<file path="src/rtl/frame_buffer_ctrl.sv">
// Frame-buffer controller for the undistort pipeline.
// It owns the single port of the frame BRAM. In FILL it packs camera pixels
// into BRAM words and writes one complete frame. In READY it gives the remap
// stage read-only access until that stage releases the frame.
//
// Pixel handshake: a pixel transfers on a rising edge where s_pix_valid and
// s_pix_ready are both 1. s_pix_sof is meaningful only on such a transfer.
// s_pix_ready does not depend on s_pix_valid. It is 1 in IDLE and FILL, and
// 0 in READY.
module frame_buffer_ctrl #(
    parameter int ADDR_WIDTH   = 15,
    parameter int DATA_WIDTH   = 32,
    parameter int PIX_WIDTH    = 8,
    parameter int FRAME_PIXELS = 76800
) (
    input  logic                  clk,
    input  logic                  rst,
    input  logic [PIX_WIDTH-1:0]  s_pix_data,
    input  logic                  s_pix_valid,
    input  logic                  s_pix_sof,
    output logic                  s_pix_ready,
    input  logic                  rd_req,
    input  logic [ADDR_WIDTH-1:0] rd_addr,
    output logic [DATA_WIDTH-1:0] rd_data,
    output logic                  rd_valid,
    output logic                  frame_ready,
    input  logic                  frame_release,
    output logic                  sof_err,
    output logic                  bram_we,
    output logic [ADDR_WIDTH-1:0] bram_addr,
    output logic [DATA_WIDTH-1:0] bram_din,
    input  logic [DATA_WIDTH-1:0] bram_dout,
    output logic [1:0]            dbg_state_o
);

    localparam int PPW         = DATA_WIDTH / PIX_WIDTH;
    localparam int FRAME_WORDS = FRAME_PIXELS / PPW;
    localparam int LANE_W      = (PPW > 1) ? $clog2(PPW) : 1;

    localparam logic [LANE_W-1:0]     LAST_LANE = LANE_W'(PPW - 1);
    localparam logic [ADDR_WIDTH-1:0] LAST_WORD = ADDR_WIDTH'(FRAME_WORDS - 1);

    localparam logic [1:0] ST_IDLE  = 2'd0;
    localparam logic [1:0] ST_FILL  = 2'd1;
    localparam logic [1:0] ST_READY = 2'd2;

    logic [1:0]            state_q, state_d;
    logic [LANE_W-1:0]     lane_q, lane_d;
    logic [ADDR_WIDTH-1:0] word_cnt_q, word_cnt_d;
    logic [DATA_WIDTH-1:0] pack_q, pack_d;
    logic                  bram_we_q, bram_we_d;
    logic [ADDR_WIDTH-1:0] bram_addr_q, bram_addr_d;
    logic [DATA_WIDTH-1:0] bram_din_q, bram_din_d;
    logic                  sof_err_q, sof_err_d;
    logic                  s_pix_ready_q;
    logic                  frame_ready_q;
    logic                  rd_pend_q;
    logic                  rd_valid_q;

    logic                  pix_acc;
    logic                  take;
    logic                  rd_hit;
    logic [LANE_W-1:0]     lane_eff;
    logic [ADDR_WIDTH-1:0] wc_eff;

    // Next-state logic: FSM, pixel packing, word writes and read address capture.
    always_comb begin
        state_d     = state_q;
        lane_d      = lane_q;
        word_cnt_d  = word_cnt_q;
        pack_d      = pack_q;
        bram_we_d   = 1'b0;
        bram_addr_d = bram_addr_q;
        bram_din_d  = bram_din_q;
        sof_err_d   = 1'b0;
        take        = 1'b0;
        lane_eff    = '0;
        wc_eff      = '0;
        pix_acc     = s_pix_valid && s_pix_ready_q;

        case (state_q)
            ST_IDLE: begin
                // Pixels seen before a start of frame are accepted and dropped.
                if (pix_acc && s_pix_sof) begin
                    take = 1'b1;
                end
            end
            ST_FILL: begin
                if (pix_acc) begin
                    take = 1'b1;
                    if (s_pix_sof) begin
                        // Restart the frame. The partial word is discarded.
                        sof_err_d = 1'b1;
                    end else begin
                        lane_eff = lane_q;
                        wc_eff   = word_cnt_q;
                    end
                end
            end
            ST_READY: begin
                if (frame_ready_q && frame_release) begin
                    state_d = ST_IDLE;
                end
            end
            default: begin
                state_d = ST_IDLE;
            end
        endcase

        if (take) begin
            for (int i = 0; i < PPW; i++) begin
                if (lane_eff == LANE_W'(i)) begin
                    pack_d[i*PIX_WIDTH +: PIX_WIDTH] = s_pix_data;
                end
            end
            if (lane_eff == LAST_LANE) begin
                bram_we_d   = 1'b1;
                bram_addr_d = wc_eff;
                bram_din_d  = pack_d;
                lane_d      = '0;
                if (wc_eff == LAST_WORD) begin
                    // The counter stops at the last word, so it never wraps.
                    word_cnt_d = wc_eff;
                    state_d    = ST_READY;
                end else begin
                    word_cnt_d = wc_eff + ADDR_WIDTH'(1);
                    state_d    = ST_FILL;
                end
            end else begin
                lane_d     = lane_eff + LANE_W'(1);
                word_cnt_d = wc_eff;
                state_d    = ST_FILL;
            end
        end

        // Reads start only after the last write has landed (frame_ready high).
        // A read in the same cycle as a release is still honoured.
        rd_hit = (state_q == ST_READY) && frame_ready_q && rd_req;
        if (rd_hit) begin
            bram_addr_d = rd_addr;
        end
    end

    // State and output registers with a synchronous, active-low reset.
    always_ff @(posedge clk) begin
        if (!rst) begin
            state_q       <= ST_IDLE;
            lane_q        <= '0;
            word_cnt_q    <= '0;
            pack_q        <= '0;
            bram_we_q     <= 1'b0;
            bram_addr_q   <= '0;
            bram_din_q    <= '0;
            sof_err_q     <= 1'b0;
            s_pix_ready_q <= 1'b1;
            frame_ready_q <= 1'b0;
            rd_pend_q     <= 1'b0;
            rd_valid_q    <= 1'b0;
        end else begin
            state_q       <= state_d;
            lane_q        <= lane_d;
            word_cnt_q    <= word_cnt_d;
            pack_q        <= pack_d;
            bram_we_q     <= bram_we_d;
            bram_addr_q   <= bram_addr_d;
            bram_din_q    <= bram_din_d;
            sof_err_q     <= sof_err_d;
            s_pix_ready_q <= (state_d != ST_READY);
            frame_ready_q <= (state_q == ST_READY) && !(frame_ready_q && frame_release);
            rd_pend_q     <= rd_hit;
            rd_valid_q    <= rd_pend_q;
        end
    end

    assign s_pix_ready = s_pix_ready_q;
    assign frame_ready = frame_ready_q;
    assign sof_err     = sof_err_q;
    assign bram_we     = bram_we_q;
    assign bram_addr   = bram_addr_q;
    assign bram_din    = bram_din_q;
    assign rd_valid    = rd_valid_q;
    assign rd_data     = bram_dout;
    assign dbg_state_o = state_q;

endmodule

</file>
<file path="config.mk">
export PLATFORM = sky130hd
export DESIGN_NAME = frame_buffer_ctrl
export DESIGN_NICKNAME = d
export VERILOG_FILES = /design/src/rtl/frame_buffer_ctrl.sv
export SDC_FILE = /design/constraint.sdc
export NUM_CORES = 1
export LEC_CHECK = 0
export ABC_CLOCK_PERIOD_IN_PS = 7100
export BUFFER_PORTS_ARGS = -buffer_cell sky130_fd_sc_hd__buf_2
export CAP_MARGIN = 20
export CORE_MARGIN = 2
export CORE_UTILIZATION = 50
export CTS_CLUSTER_SIZE = 24
export DETAILED_ROUTE_END_ITERATION = 12
export GPL_TIMING_DRIVEN = 0
export HOLD_SLACK_MARGIN = 0.12
export PLACE_DENSITY = 0.77
export SLEW_MARGIN = 20
export SYNTH_ARGS = -nofsm -noshare
export SYNTH_HDL_FRONTEND = slang
export SYNTH_SLANG_ARGS = --single-unit
</file>
<file path="constraint.sdc">
create_clock -name clk -period 7.1 [get_ports clk]
set_input_delay 0.355 -clock clk [delete_from_list [all_inputs] [get_ports clk]]
set_output_delay 0.355 -clock clk [all_outputs]
set_load 0.1 [all_outputs]
</file>
==> metrics.md, run 1 <==
| Metric | Value |
|---|---|
| Storage element area | `0.00192 mm²` |
| Startpoint class of the critical path | `register` |
| Final global-route overflow total | `0` |
| Most common cell on crit path | `clkbuf_1` |
| Part of the cycle the worst path needs | `0.639` |
| Port Buffer Count | `114` |
| DR pass1 iterations | `5` |
| Number of fillers in the final layout | `761` |
| Sequential-to-total area share from yosys stat | `0.426` |
| Share of synthesized flip-flops with an asynchronous set or reset | `0` |
| Largest net degree at the start of global routing | `19` |
| Number of enable flip-flop cells after synthesis | `0` |
| Post-CTS setup buffers | `0` |
| H-Tree Level Count | `3` |
| Synthesis-to-layout area growth | `20.4%` |
| Netlist area before placement | `0.00451 mm²` |
| Initial antenna violation count | `0` |
| DRT Wirelength | `13100 µm` |
| Worst clock skew | `9.70 ps` |
| Result of the run | `completed` |
| Final GP Congestion | `0.959` |
| Post-cts sizing count | `0` |
| Drt first-iter violations | `336` |
| # DRC | `0` |
| First-pass GRT wire length | `20700 µm` |
| Setup repair after global routing missed its margin | `no` |
| Time the worst path needs with I/O delays and setup | `4530 ps` |
| Crit Path Max Fanout | `10` |
| Achievable Freq | `221 MHz` |
| Total half-perimeter wirelength after legalization and detailed placement | `9700 µm` |
| Inserted Clock Buffers | `9` |
| Starting Density | `0.517` |
| Synthesis-stage register bit count | `96` |
| Required time of the worst setup path | `7330 ps` |
| R2R Setup Slk | `2570 ps` |
| Static Leak | `0.00237 µW` |
| Most frequent cells in the layout | `114 x buf_2, 96 x dfxtp_1, 60 x nor2_1` |
| Fraction of layout cells with a size suffix above 1 | `0.270` |
| Number of cell rows | `34` |
| Hold violation total from the final report | `0` |
| DR vias | `4413` |
| Summed negative setup slack over all endpoints | `0 ps` |
| Inserted Diodes | `0` |
| Clock tree root driver cell | `clkbuf_8` |
| Chip Height | `99.0 µm` |
| Total die area | `0.00979 mm²` |
| Ports | `147` |
| Most frequent standard cell in the layout excluding fill and tap cells | `buf_2` |
| Routed WL per cell | `17.4 µm` |
| Clock latency of the later-clocked register in the worst-skew pair | `370 ps` |
| Clock tree from TritonCTS | `yes` |
| Number of maximum-capacitance violations | `0` |
| Nets | `706` |
| Clock transition at the register clock pins on the worst setup and hold paths after CTS | `100 ps` |
| Pwr/cell area | `199 mW/mm²` |
| Capturing element type of the critical path | `register` |
| Largest voltage drop on the vdd net | `0.130 mV` |
| Count of final setup violators | `0` |
| Synthesis Warnings | `0` |
| Total track usage | `0.267` |
| Via count of the first global-routing pass | `4015` |
| Arr. time, crit path | `4770 ps` |
| Remaining antenna violation count after routing | `0` |
| Net count after synthesis | `581` |
| Number of library cell types mapped by synthesis | `57` |
| Critical path type | `register to register` |
| Transition time at the pin with the least slew margin | `999 ps` |
| Post-Place Cell Area | `0.00522 mm²` |
| Kind of path behind the tightest hold check | `input port to register` |
| Peak per-stage delay on the critical path | `580 ps` |
| Core Footprint | `0.00872 mm²` |
| Series of cell instances along the critical path | `clkbuf_1, nand2b_1, nor2_1, clkbuf_1, nand2_1, inv_1, ha_1, clkbuf_2, inv_1, nor3_1, clkbuf_1, buf_1, a211oi_1` |
| Clk sinks | `96` |
| Final slew viol count | `0` |
| Final cell utilization of the core | `0.623` |
| Hold Buf Count CTS | `0` |
| Gate Count Post-Synth | `515` |
| Final Instance Area | `0.00543 mm²` |
| Commonest register cell after synthesis | `dfxtp_1` |
| Area taken by multi-input logic gates | `0.00216 mm²` |
| Worst path slowest cell | `nor3_1` |
| Worst slew margin | `0.328` |
| Routed via count divided by cell count | `5.86` |
| Clk buf depth | `2` |
| Average instance area after synthesis | `8.76 µm²` |
| Overall die width | `99.0 µm` |
[synthesized netlist by cell type (3+ instances only)]
master | n | area (µm²)
dfxtp_1 | 96 | 1920
nor2_1 | 60 | 225
mux2i_1 | 50 | 500
nand2_1 | 43 | 161
buf_4 | 32 | 240
clkbuf_1 | 29 | 109
a211oi_1 | 26 | 195
a21oi_1 | 25 | 125
nor3_1 | 23 | 115
nand3_1 | 20 | 100
o21ai_0 | 12 | 60.1
a31oi_1 | 11 | 68.8
inv_1 | 6 | 22.5
and3_1 | 5 | 31.3
ha_1 | 5 | 62.6
nand3b_1 | 5 | 37.5
nand4_1 | 5 | 31.3
a22oi_1 | 4 | 30.0
a31o_1 | 3 | 26.3
and3b_1 | 3 | 26.3
nor4_1 | 3 | 18.8
or4_1 | 3 | 22.5
[registers in the layout, indices dropped and copies added (netlist names)]
signal / count
bram_din: 32
bram_addr: 15
rd_pend_q: 1
word_cnt_q: 15
frame_ready: 1
lane_q: 2
pack_q: 24
rd_valid: 1
s_pix_ready: 1
bram_we: 1
sof_err: 1
dbg_state_o: 2
[stage by stage]
step                worst slack [ps]  hold WS (ps)  total power [µW]  instances
CTS                             2640           198              1080        753
finish                          2570           201              1080        753
detailed placement              2640           427               710        737
floorplan                       3240           412               676        515
global placement                2630           440               708        737
global route                    2090           211              1110        753
[critical path: cells and delay by family (launching register included)]
family	cells	cell delay [ps]
AO/OA/AOI/OAI	1	150
adder cells (fa/ha/maj)	1	140
flip-flops	1	340
AND/OR/NAND/NOR	4	1550
buffers and inverters	7	2230
[cell families after synthesis]
kind of cell | Yosys count | synth area share
AO/OA/AOI/OAI | 103 | 0.154
adder cells (fa/ha/maj) | 5 | 0.0139
multiplexers | 50 | 0.111
AND/OR/NAND/NOR | 186 | 0.199
flip-flops | 96 | 0.426
buffers and inverters | 75 | 0.0960
[routing by layer]
| layer | global-route usage | part of all wire |
|---|---|---|
| met1 | 0.367 | 0.43 |
| met3 | 0.0489 | 0.086 |
| met2 | 0.429 | 0.47 |
| met4 | 0.0801 | 0.017 |
| met5 | 0 | 0 |
[layout make-up]
cell class,count,area share
repair buffers,114,0.105
clock inverters,7,0.0159
multi-input cells,344,0.398
plain buffers,68,0.0749
clock buffers,9,0.0228
flip-flops and latches,96,0.354
inverters,7,0.00484
well taps,108,0.0249
[path summary, 6_finish.rpt]
path | from | endpoint | cells after the start
worst max register to register | dbg_state_o[0]$_SDFF_PN0_ | bram_din[14]$_SDFFE_PN0P_ | 13
worst min register to register | rd_pend_q$_SDFF_PN0_ | rd_valid$_SDFF_PN0_ | 1
worst max-delay path | dbg_state_o[0]$_SDFF_PN0_ | bram_din[14]$_SDFFE_PN0P_ | 13
worst min-delay path | frame_release | frame_ready$_SDFF_PN0_ | 2
[where the power goes]
part           internal, µW  switching [µW]
combinational          35.5             119
clock                   170             212
sequential              542            2.04
(Power assumes the default switching activity.)
==> run 2: changes to the inputs <==
ABC_CLOCK_PERIOD_IN_PS = 3700   (was 7100)
CORE_UTILIZATION = 46   (was 50)
PLACE_DENSITY = 0.74   (was 0.77)
clock period = 3.7 ns   (was 7.1 ns; I/O delays follow)
==> run 2 against run 1 <==
  * Clock skew barely moved
  * First-iteration DRC count fell by 27%
  * Global-route usage down 0.86 points
  * Register-to-register slack worse by 2200 ps
==> metrics.md, run 2 (synthesis results as in run 1) <==
| Metric | Value |
|---|---|
| Starting Density | `0.468 (-0.0493)` |
| Final GP Congestion | `0.942 (-1.7%)` |
| Achievable Freq | `296 MHz (+34%)` |
| Kind of path behind the tightest hold check | `input port to register` |
| Critical path type | `register to register` |
| Reg2Reg Launch Point | `s_pix_ready$_SDFF_PN1_` |
| Count of final setup violators | `0 (unchanged)` |
| Area taken by multi-input logic gates | `0.00218 mm² (+0.81%)` |
| Time the worst path needs with I/O delays and setup | `3380 ps (-1150 ps)` |
| Storage element area | `0.00192 mm² (+0.13%)` |
| Static Leak | `0.00240 µW (+1.1%)` |
| Number of fillers in the final layout | `952 (+25%)` |
| Total half-perimeter wirelength after legalization and detailed placement | `10100 µm (+4.6%)` |
| Startpoint class of the critical path | `register` |
| Initial antenna violation count | `0 (unchanged)` |
| Clock latency of the later-clocked register in the worst-skew pair | `370 ps (about the same)` |
| DR pass1 iterations | `6 (+1)` |
| Port Buffer Count | `114 (unchanged)` |
| Setup repair after global routing missed its margin | `no` |
| Via count of the first global-routing pass | `4109 (+2.3%)` |
| Worst slew margin | `0.246 (-0.0826)` |
| Most frequent standard cell in the layout excluding fill and tap cells | `buf_2` |
| Clock tree from TritonCTS | `yes` |
| Routed WL per cell | `17.6 µm (+1.0%)` |
| Part of the cycle the worst path needs | `0.915 (+0.276)` |
| Total die area | `0.0106 mm² (+8.3%)` |
| Fraction of layout cells with a size suffix above 1 | `0.281 (+0.0111)` |
| Largest net degree at the start of global routing | `20 (+1)` |
| DRT Wirelength | `13800 µm (+4.8%)` |
| DR vias | `4394 (-0.43%)` |
| Placed insts | `762 (+3.4%)` |
| Drt first-iter violations | `245 (-27%)` |
| Clock tree root driver cell | `clkbuf_8` |
| Post-CTS setup buffers | `0 (unchanged)` |
| Clk sinks | `96 (unchanged)` |
| Hold Worst Slack | `128 ps (-73.1 ps)` |
| Ports | `147 (unchanged)` |
| Overall die width | `103 µm (+4.1%)` |
| First-pass GRT wire length | `21000 µm (+1.2%)` |
| Max layer used | `met4` |
| Number of cells on the worst reg-to-reg path | `12 (-1)` |
| # DRC | `0 (unchanged)` |
| R2R Setup Slk | `320 ps (-2250 ps)` |
| Largest voltage drop on the vdd net | `0.239 mV (+84%)` |
| H-Tree Level Count | `3 (unchanged)` |
| Capturing element type of the critical path | `register` |
| Crit Path Max Fanout | `10 (unchanged)` |
| Pwr/cell area | `369 mW/mm² (+86%)` |
| Met3 WL post-DR | `1150 µm (+1.8%)` |
| Critical register-to-register path endpoint | `bram_din[15]$_SDFFE_PN0P_` |
| Clk buf depth | `2 (unchanged)` |
| Required time of the worst setup path | `3940 ps (-3390 ps)` |
| Transition time at the pin with the least slew margin | `1120 ps (+123 ps)` |
| Most frequent cells in the layout | `115 x buf_2, 94 x dfxtp_1, 59 x nor2_1` |
| Cell Count, Final, Fillers Out | `781 (+3.7%)` |
| Routed via count divided by cell count | `5.63 (-4.0%)` |
| Worst clock skew | `9.80 ps (+0.103 ps)` |
| Remaining antenna violation count after routing | `0 (unchanged)` |
| Final cell utilization of the core | `0.572 (-0.0510)` |
| Hold violation total from the final report | `0 (unchanged)` |
| Clock transition at the register clock pins on the worst setup and hold paths after CTS | `110 ps (about the same)` |
| Final global-route overflow total | `0 (unchanged)` |
| Total track usage | `0.258 (-0.00861)` |
| Inserted Diodes | `0 (unchanged)` |
| Nets | `709 (+0.42%)` |
| Arr. time, crit path | `3630 ps (-1140 ps)` |
| Worst setup path start | `s_pix_ready$_SDFF_PN1_` |
| Flip-flop count of the largest register, all copies and words added | `32 (unchanged)` |
| Inserted Clock Buffers | `9 (unchanged)` |
| Routed length on met2 | `6600 µm (+7.8%)` |
| Final slew viol count | `0 (unchanged)` |
| Synthesis-to-layout area growth | `22.2%` |
| Summed negative setup slack over all endpoints | `0 ps (unchanged)` |
| Met1 wire length | `5670 µm (+0.57%)` |
| Worst Setup EP | `bram_din[15]$_SDFFE_PN0P_` |
| Number of cell rows | `36 (+5.9%)` |
| Core Footprint | `0.00964 mm² (+11%)` |
| Result of the run | `completed` |
| Chip Height | `103 µm (+4.1%)` |
| Number of maximum-capacitance violations | `0 (unchanged)` |
==> run 2: layout make-up <==
type,instances,area share
inverter,7,0.00477
timing repair buffer,118,0.111
clock buffer,9,0.0225
buffer,67,0.0740
tap,133,0.0302
clock inverter,7,0.0134
sequential,96,0.349
multi-input combinational,344,0.395
==> run 2: where the power goes <==
group | switching (µW) | internal [µW] | leakage [µW]
combinational | 229 | 70.9 | 0.00153
clock | 424 | 265 | 0.0000942
sequential | 6.40 | 1040 | 0.000774
==> run 2: worst min-delay path by stage <==
stage	startpoint	to	slack, ps	cells after the start
after floorplan	frame_release	frame_ready$_SDFF_PN0_	310	1
after global placement	frame_release	frame_ready$_SDFF_PN0_	420	2
after detailed placement	frame_release	frame_ready$_SDFF_PN0_	430	2
after CTS	rd_addr[11]	bram_addr[11]$_SDFFE_PN0P_	120	3
after global routing	s_pix_data[2]	bram_din[26]$_SDFFE_PN0P_	140	3
final	s_pix_data[6]	bram_din[30]$_SDFFE_PN0P_	130	3
==> run 2: metrics by stage <==
stage / setup WS [ps] / cell area [µm²] / total power (µW)
after floorplan: 170 / 4510 / 1300
after global placement: -925 / 5250 / 1360
after detailed placement: -952 / 5250 / 1360
after CTS: 84.0 / 5500 / 2050
after global routing: 109 / 5510 / 2110
final: 316 / 5510 / 2040
==> run 2: what timing repair did <==
| action | in CTS | in global routing |
|---|---|---|
| setup endpoints to repair | 66 | 59 |
| hold buffers | 4 | 0 |
| endpoints found under the hold margin | 4 | 0 |
| resized for setup | 6 | 4 |
==> run 2: layer usage <==
layer  vias up  GRT usage
met5         -          0
met4         0      0.107
met3        30     0.0603
met2       212      0.434
met1      2075      0.319
li1       2077          -
==> run 2: worst max-delay path: stages, from the launching register on <==
cell and delay, ps:
dfxtp_2 400, nand3b_1 340, nor2_4 360, clkbuf_2 310
nand2_1 140, inv_1 100, ha_1 140, clkbuf_2 190
inv_1 140, nor3_4 370, clkbuf_2 340, buf_2 300
a211oi_1 120
